--- config.mk ---
export PLATFORM = sky130hd
export DESIGN_NAME = hcsr04_emulador
export DESIGN_NICKNAME = d
export VERILOG_FILES = /design/src/rtl/hcsr04_emulador.sv
export SDC_FILE = /design/constraint.sdc
export NUM_CORES = 1
export LEC_CHECK = 0
export ABC_CLOCK_PERIOD_IN_PS = 2300
export BUFFER_PORTS_ARGS = -buffer_cell sky130_fd_sc_hd__buf_2
export CAP_MARGIN = 20
export CORE_UTILIZATION = 25
export CTS_BUF_LIST = sky130_fd_sc_hd__clkbuf_8
export CTS_CLUSTER_DIAMETER = 80
export CTS_CLUSTER_SIZE = 8
export DETAILED_ROUTE_END_ITERATION = 8
export PLACE_DENSITY_LB_ADDON = 0.05
export SKIP_CTS_REPAIR_TIMING = 1
export SYNTH_ARGS = -nofsm -noshare
export SYNTH_HDL_FRONTEND = slang
export SYNTH_SLANG_ARGS = --single-unit
--- constraint.sdc ---
create_clock -name clk -period 2.3 [get_ports clk]
set_input_delay 0.345 -clock clk [delete_from_list [all_inputs] [get_ports clk]]
set_output_delay 0.345 -clock clk [all_outputs]
set_load 0.01 [all_outputs]
--- src/rtl/hcsr04_emulador.sv ---
// HC-SR04 responder: validates the trigger width, waits the burst time, then
// returns an echo pulse whose width encodes the programmed distance.
module hcsr04_emulador #(
  parameter int TRIG_MIN_CYC = 250,
  parameter int BURST_CYC    = 5000,
  parameter int CYC_PER_CM   = 1450,
  parameter int MIN_CM       = 2,
  parameter int MAX_CM       = 400,
  parameter int TIMEOUT_CYC  = 950000,
  parameter int HOLDOFF_CYC  = 25000
) (
  input  logic       clk,
  input  logic       rst_n,
  input  logic       trigger,
  input  logic [8:0] distancia_cm,
  input  logic       sin_objeto,
  output logic       echo,
  output logic       ocupado,
  output logic       trig_invalido,
  output logic       medida_hecha
);

  // state   | meaning
  // S_IDLE  | waiting for a fresh rising edge of the synchronized trigger
  // S_TRIG  | trigger high, measuring its width
  // S_BURST | simulated ultrasonic burst delay
  // S_ECHO  | echo high for the latched target width
  // S_HOLD  | dead time before another trigger is accepted
  typedef enum logic [2:0] {S_IDLE, S_TRIG, S_BURST, S_ECHO, S_HOLD} state_t;

  localparam logic [19:0] L_TRIG_MIN = 20'(TRIG_MIN_CYC);
  localparam logic [19:0] L_BURST_M1 = 20'(BURST_CYC - 1);
  localparam logic [19:0] L_CPC      = 20'(CYC_PER_CM);
  localparam logic [19:0] L_TIMEOUT  = 20'(TIMEOUT_CYC);
  localparam logic [19:0] L_HOLDOFF  = 20'(HOLDOFF_CYC);
  localparam logic [8:0]  L_MIN_CM   = 9'(MIN_CM);
  localparam logic [8:0]  L_MAX_CM   = 9'(MAX_CM);

  state_t      r_state, w_state_nx;
  logic [19:0] r_cnt, w_cnt_nx;
  logic [19:0] r_target, w_target_nx;
  logic        r_trig_meta, r_trig_s, r_trig_d;
  logic [2:0]  r_vld;
  logic        r_echo, r_ocupado, r_inv, r_done;
  logic        w_inv_nx, w_done_nx;
  logic        w_rise, w_fall;
  logic [8:0]  w_dist_eff;
  logic [19:0] w_width_calc;

  // r_vld marks when r_trig_d holds a real sample, so a trigger already high
  // at reset release is not mistaken for a rising edge.
  always_ff @(posedge clk or negedge rst_n) begin
    if (!rst_n) begin
      r_trig_meta <= 1'b0;
      r_trig_s    <= 1'b0;
      r_trig_d    <= 1'b0;
      r_vld       <= 3'b000;
    end else begin
      r_trig_meta <= trigger;
      r_trig_s    <= r_trig_meta;
      r_trig_d    <= r_trig_s;
      r_vld       <= {r_vld[1:0], 1'b1};
    end
  end

  assign w_rise = r_vld[2] & r_trig_s & ~r_trig_d;
  assign w_fall = r_vld[2] & ~r_trig_s & r_trig_d;

  assign w_dist_eff   = (distancia_cm < L_MIN_CM) ? L_MIN_CM : distancia_cm;
  assign w_width_calc = (sin_objeto || (distancia_cm > L_MAX_CM)) ? L_TIMEOUT
                      : 20'(w_dist_eff) * L_CPC;

  always_comb begin
    w_state_nx  = r_state;
    w_cnt_nx    = r_cnt;
    w_target_nx = r_target;
    w_inv_nx    = 1'b0;
    w_done_nx   = 1'b0;
    case (r_state)
      S_IDLE: begin
        if (w_rise) begin
          w_state_nx = S_TRIG;
          w_cnt_nx   = 20'd1;
        end
      end
      S_TRIG: begin
        if (w_fall) begin
          if (r_cnt >= L_TRIG_MIN) begin
            w_target_nx = w_width_calc;
            w_cnt_nx    = L_BURST_M1;
            w_state_nx  = S_BURST;
          end else begin
            w_inv_nx   = 1'b1;
            w_cnt_nx   = 20'd0;
            w_state_nx = S_IDLE;
          end
        end else if (r_trig_s && (r_cnt < L_TRIG_MIN)) begin
          w_cnt_nx = r_cnt + 20'd1;
        end
      end
      // BURST lasts BURST_CYC-1 cycles: the detection cycle counts as the first.
      S_BURST: begin
        if (r_cnt <= 20'd1) begin
          w_cnt_nx   = r_target;
          w_state_nx = S_ECHO;
        end else begin
          w_cnt_nx = r_cnt - 20'd1;
        end
      end
      S_ECHO: begin
        if (r_cnt <= 20'd1) begin
          w_cnt_nx   = L_HOLDOFF;
          w_done_nx  = 1'b1;
          w_state_nx = S_HOLD;
        end else begin
          w_cnt_nx = r_cnt - 20'd1;
        end
      end
      S_HOLD: begin
        if (r_cnt <= 20'd1) begin
          w_cnt_nx   = 20'd0;
          w_state_nx = S_IDLE;
        end else begin
          w_cnt_nx = r_cnt - 20'd1;
        end
      end
      default: begin
        w_cnt_nx   = 20'd0;
        w_state_nx = S_IDLE;
      end
    endcase
  end

  // Outputs are registered from the next state so they line up with r_state.
  always_ff @(posedge clk or negedge rst_n) begin
    if (!rst_n) begin
      r_state   <= S_IDLE;
      r_cnt     <= 20'd0;
      r_target  <= 20'd0;
      r_echo    <= 1'b0;
      r_ocupado <= 1'b0;
      r_inv     <= 1'b0;
      r_done    <= 1'b0;
    end else begin
      r_state   <= w_state_nx;
      r_cnt     <= w_cnt_nx;
      r_target  <= w_target_nx;
      r_echo    <= (w_state_nx == S_ECHO);
      r_ocupado <= (w_state_nx != S_IDLE);
      r_inv     <= w_inv_nx;
      r_done    <= w_done_nx;
    end
  end

  assign echo          = r_echo;
  assign ocupado       = r_ocupado;
  assign trig_invalido = r_inv;
  assign medida_hecha  = r_done;

endmodule

==> impl_metrics.sql <==
INSERT INTO impl_metrics (metric_group, metric, value, unit) VALUES
('synth', 'synth_top_family_by_area', 'adder cells', ''),
('sta', 'timing.final.setup_violations', '19', ''),
('critical_path', 'worst_path_most_repeated_cell', 'sky130_fd_sc_hd__fa_1', ''),
('synth', 'synth_nets', '614', ''),
('cts', 'buffer_cell_driving_the_clock_tree_root', 'sky130_fd_sc_hd__clkbuf_8', ''),
('status', 'violations', 'setup timing', ''),
('final_layout', 'layout.core_utilization', '37.28', '%'),
('cts', 'clk_latency', '0.33', 'ns'),
('sta', 'final-max-slew-violation-count', '0', ''),
('pwr', 'post-layout-total-power', '5.755', 'mW'),
('drt', 'antenna_left', '0', ''),
('synth', 'ys_dominant_reg_cell', 'sky130_fd_sc_hd__dfrtp_1', ''),
('global_route', 'global_route.peak_usage_layer', 'met2', ''),
('synth', 'synth_top_area_share', '27.62', '%'),
('drt', 'drc', '0', ''),
('sta', 'fmax', '238.9', 'MHz'),
('global_route', 'first_global_vias', '4535', ''),
('floorplan', 'core_area', '0.01821', 'sq mm'),
('synth', 'share_of_synthesized_area_occupied_by_flip_flops_and_latches', '27.62', '%'),
('synth', 'area_of_the_mapped_netlist', '0.004712', 'sq mm'),
('critical_path', 'max_stage_delay', '0.49', 'ns'),
('placed_design', 'post-dp-hpwl', '12220', 'microns'),
('final_layout', 'footprint_of_the_multi_input_gates', '0.003595', 'sq mm'),
('final_layout', 'syn_to_final_growth', '44.08', '%'),
('critical_path', 'worstPathRequired', '2.52', 'ns'),
('sta', 'post-route-worst-setup-slack', '-1.885', 'ns'),
('global_route', 'global_route.usage.met2', '30.79', '%'),
('global_route', 'antenna_violations_before_repair', '0', ''),
('critical_path', 'critPathSlowestCell', 'sky130_fd_sc_hd__fa_1', ''),
('critical_path', 'cp_cell_sequence', 'buf_8 -> nor3_4 -> nand2_1 -> o21ai_2 -> nand2_2 -> and2_4 -> ha_4 -> inv_2 -> fa_1 -> inv_1 -> fa_1 -> inv_1 -> fa_1 -> inv_2 -> ha_4 -> o21ai_2 -> nor2_2 -> o41ai_2 -> buf_4 -> o221ai_1 -> xor2_1 -> o22a_1', ''),
('pwr', 'vdd_drop_max', '287.9', 'uV'),
('synth', 'synth-xor-area-share', '3.903', '%'),
('synth', 'postSynth.asyncResetShare', '100.0', '%'),
('drt', 'via_count', '4376', ''),
('global_route', 'use_met3', '1.652', '%'),
('global_route', 'grt_max_degree', '28', ''),
('synth', 'average_cell_area_after_synthesis', '8.958', 'sq um'),
('synth', 'synth_mux_area_share', '0.2124', '%'),
('floorplan', 'die-area', '0.01940', 'sq mm'),
('synth', 'synth-seq-cells', '52', ''),
('final_layout', 'final_net_count', '758', ''),
('drt', 'routed_wl', '15210', 'microns'),
('floorplan', 'io-pin-count', '17', ''),
('final_layout', 'layout.cell_area.non_filler', '0.006789', 'sq mm'),
('sta', 'finalHoldViolCount', '0', ''),
('cts', 'cts_inserted_buffers', '5', ''),
('final_layout', 'share_of_post_route_cells_with_drive_strength_above_1', '39.20', '%'),
('synth', 'synthAdderAreaFrac', '23.42', '%'),
('final_layout', 'n_fill_cell', '1890', ''),
('critical_path', 'critPathBufInv', '6', ''),
('pwr', 'cellPowerDensity', '847.7', 'mW/mm^2'),
('critical_path', 'startpoint_type', 'primary input', ''),
('critical_path', 'worst_setup_path_end_kind', 'flip-flop', ''),
('critical_path', 'worst-setup-path-type', 'primary input to flip-flop', ''),
('synth', 'yosys.cell_types.count', '65', ''),
('synth', 'synth-simple-area-share', '19.46', '%'),
('floorplan', 'placement_rows', '49', ''),
('run', 'max_cap_viol_count', '0', ''),
('sta', 'maxSlewHeadroom', '57.68', '%'),
('status', 'outcome', 'finished with violations', ''),
('drt', 'wl_per_cell', '16.90', 'microns'),
('floorplan', 'dieHeight', '139.3', 'microns'),
('placed_design', 'globalplace.congestion', '0.8500', ''),
('cts', 'clock_sink_count', '52', ''),
('sta', 'clock_skew', '0.01669', 'ns'),
('drt', 'post_drt_via_cell_ratio', '4.862', ''),
('cts', 'cts-htree-levels', '2', ''),
('sta', 'finalCritPeriodShare', '182.0', '%'),
('global_route', 'use_met1', '18.11', '%'),
('sta', 'worst_pin_slew', '0.6348', 'ns'),
('synth', 'synthCells', '526', '');
[routing by layer]
| metal | share of wire (%) | up-vias |
|---|---|---|
| met5 | 0 | - |
| met4 | 2.0 | 0 |
| met3 | 2.6 | 16 |
| met2 | 53 | 78 |
| met1 | 42 | 2135 |
| li1 | - | 2147 |
[through the flow]
stage	setup TNS, ns	setup WS [ns]	instances	hold slack [ns]
after CTS	-22.91	-2.102	891	0.04623
after global placement	-27.24	-2.353	883	0.3336
after global routing	-23.92	-2.088	900	0.07237
after detailed placement	-28.07	-2.442	883	0.3389
after floorplan	-20.70	-1.946	526	0.04941
final	-20.85	-1.885	900	0.01407
[layout make-up]
class	instances	area share [%]
tap	229	4.220
multi-input combinational	393	52.95
clock buffer	6	1.216
timing repair buffer	162	19.17
inverter	56	3.096
clock inverter	2	0.1659
sequential	52	19.19
[cell usage in the layout (no fill, tap or decap), types with 5 or more instances in the layout]
cell type / count
sky130_fd_sc_hd__a21oi_2: 7
sky130_fd_sc_hd__o21ai_1: 17
sky130_fd_sc_hd__dfrtp_1: 51
sky130_fd_sc_hd__nor3b_1: 6
sky130_fd_sc_hd__nor4_1: 5
sky130_fd_sc_hd__o22a_1: 12
sky130_fd_sc_hd__buf_6: 12
sky130_fd_sc_hd__nand2_1: 36
sky130_fd_sc_hd__xor2_1: 6
sky130_fd_sc_hd__ha_4: 15
sky130_fd_sc_hd__o21ai_0: 24
sky130_fd_sc_hd__xnor2_1: 12
sky130_fd_sc_hd__a21o_1: 6
sky130_fd_sc_hd__clkbuf_8: 6
sky130_fd_sc_hd__inv_2: 9
sky130_fd_sc_hd__buf_4: 130
sky130_fd_sc_hd__buf_2: 14
sky130_fd_sc_hd__nor2_1: 27
sky130_fd_sc_hd__inv_1: 48
sky130_fd_sc_hd__nand4_1: 7
sky130_fd_sc_hd__a21oi_1: 18
sky130_fd_sc_hd__fa_1: 20
sky130_fd_sc_hd__nand3_1: 18
sky130_fd_sc_hd__nor3_1: 7
sky130_fd_sc_hd__ha_1: 38
[Yosys cell counts (5+ instances only)]
cell,n
sky130_fd_sc_hd__nand2_1,40
sky130_fd_sc_hd__a21oi_1,26
sky130_fd_sc_hd__ha_1,53
sky130_fd_sc_hd__a211oi_1,7
sky130_fd_sc_hd__nor3_1,10
sky130_fd_sc_hd__a21o_1,6
sky130_fd_sc_hd__and2_1,9
sky130_fd_sc_hd__nor2_1,31
sky130_fd_sc_hd__inv_1,56
sky130_fd_sc_hd__fa_1,22
sky130_fd_sc_hd__o22a_1,12
sky130_fd_sc_hd__buf_2,10
sky130_fd_sc_hd__o21ai_0,38
sky130_fd_sc_hd__a31oi_1,5
sky130_fd_sc_hd__o21ai_1,8
sky130_fd_sc_hd__xor2_1,6
sky130_fd_sc_hd__nand4_1,7
sky130_fd_sc_hd__xnor2_1,15
sky130_fd_sc_hd__nor4_1,7
sky130_fd_sc_hd__dfrtp_1,52
sky130_fd_sc_hd__clkbuf_1,13
sky130_fd_sc_hd__nor3b_1,7
sky130_fd_sc_hd__nand3_1,19
[power by group]
group	switching [mW]	internal [mW]	total, mW
clock	0.354	0.242	0.596
sequential	0.0274	0.958	0.985
combinational	2.07	2.11	4.17
[logic make-up (layout without fill, tap and decap cells)]
group,after synthesis,in the layout
compound gates,132,132
xor+xnor,21,21
fa+ha+maj,75,75
buf+inv,81,226
flops,52,52
mux,1,1
other cells,1,1
simple gates,163,163
[flip-flops by register name, indices dropped and copies added, names as in the netlist]
register       flops
r_trig_meta        1
r_target          19
r_vld              3
r_cnt             20
r_trig_d           1
echo               1
trig_invalido      1
r_state            3
r_trig_s           1
ocupado            1
medida_hecha       1
[path summary, 6_finish.rpt]
kind                                            end  slack [ns]  cells after the start
hold reg to reg                  r_vld[1]$_DFF_PN0_        0.36                      0
setup / recovery           r_target[18]$_DFFE_PN0P_       -1.89                     22
max in group asynchronous     r_cnt[14]$_DFFE_PN0P_        1.69                      2
setup reg to reg              r_cnt[18]$_DFFE_PN0P_       -0.04                      7
hold / removal                 r_cnt[3]$_DFFE_PN0P_        0.01                      1
min in group clk              r_trig_meta$_DFF_PN0_        0.12                      1
(Power assumes the default switching activity.)
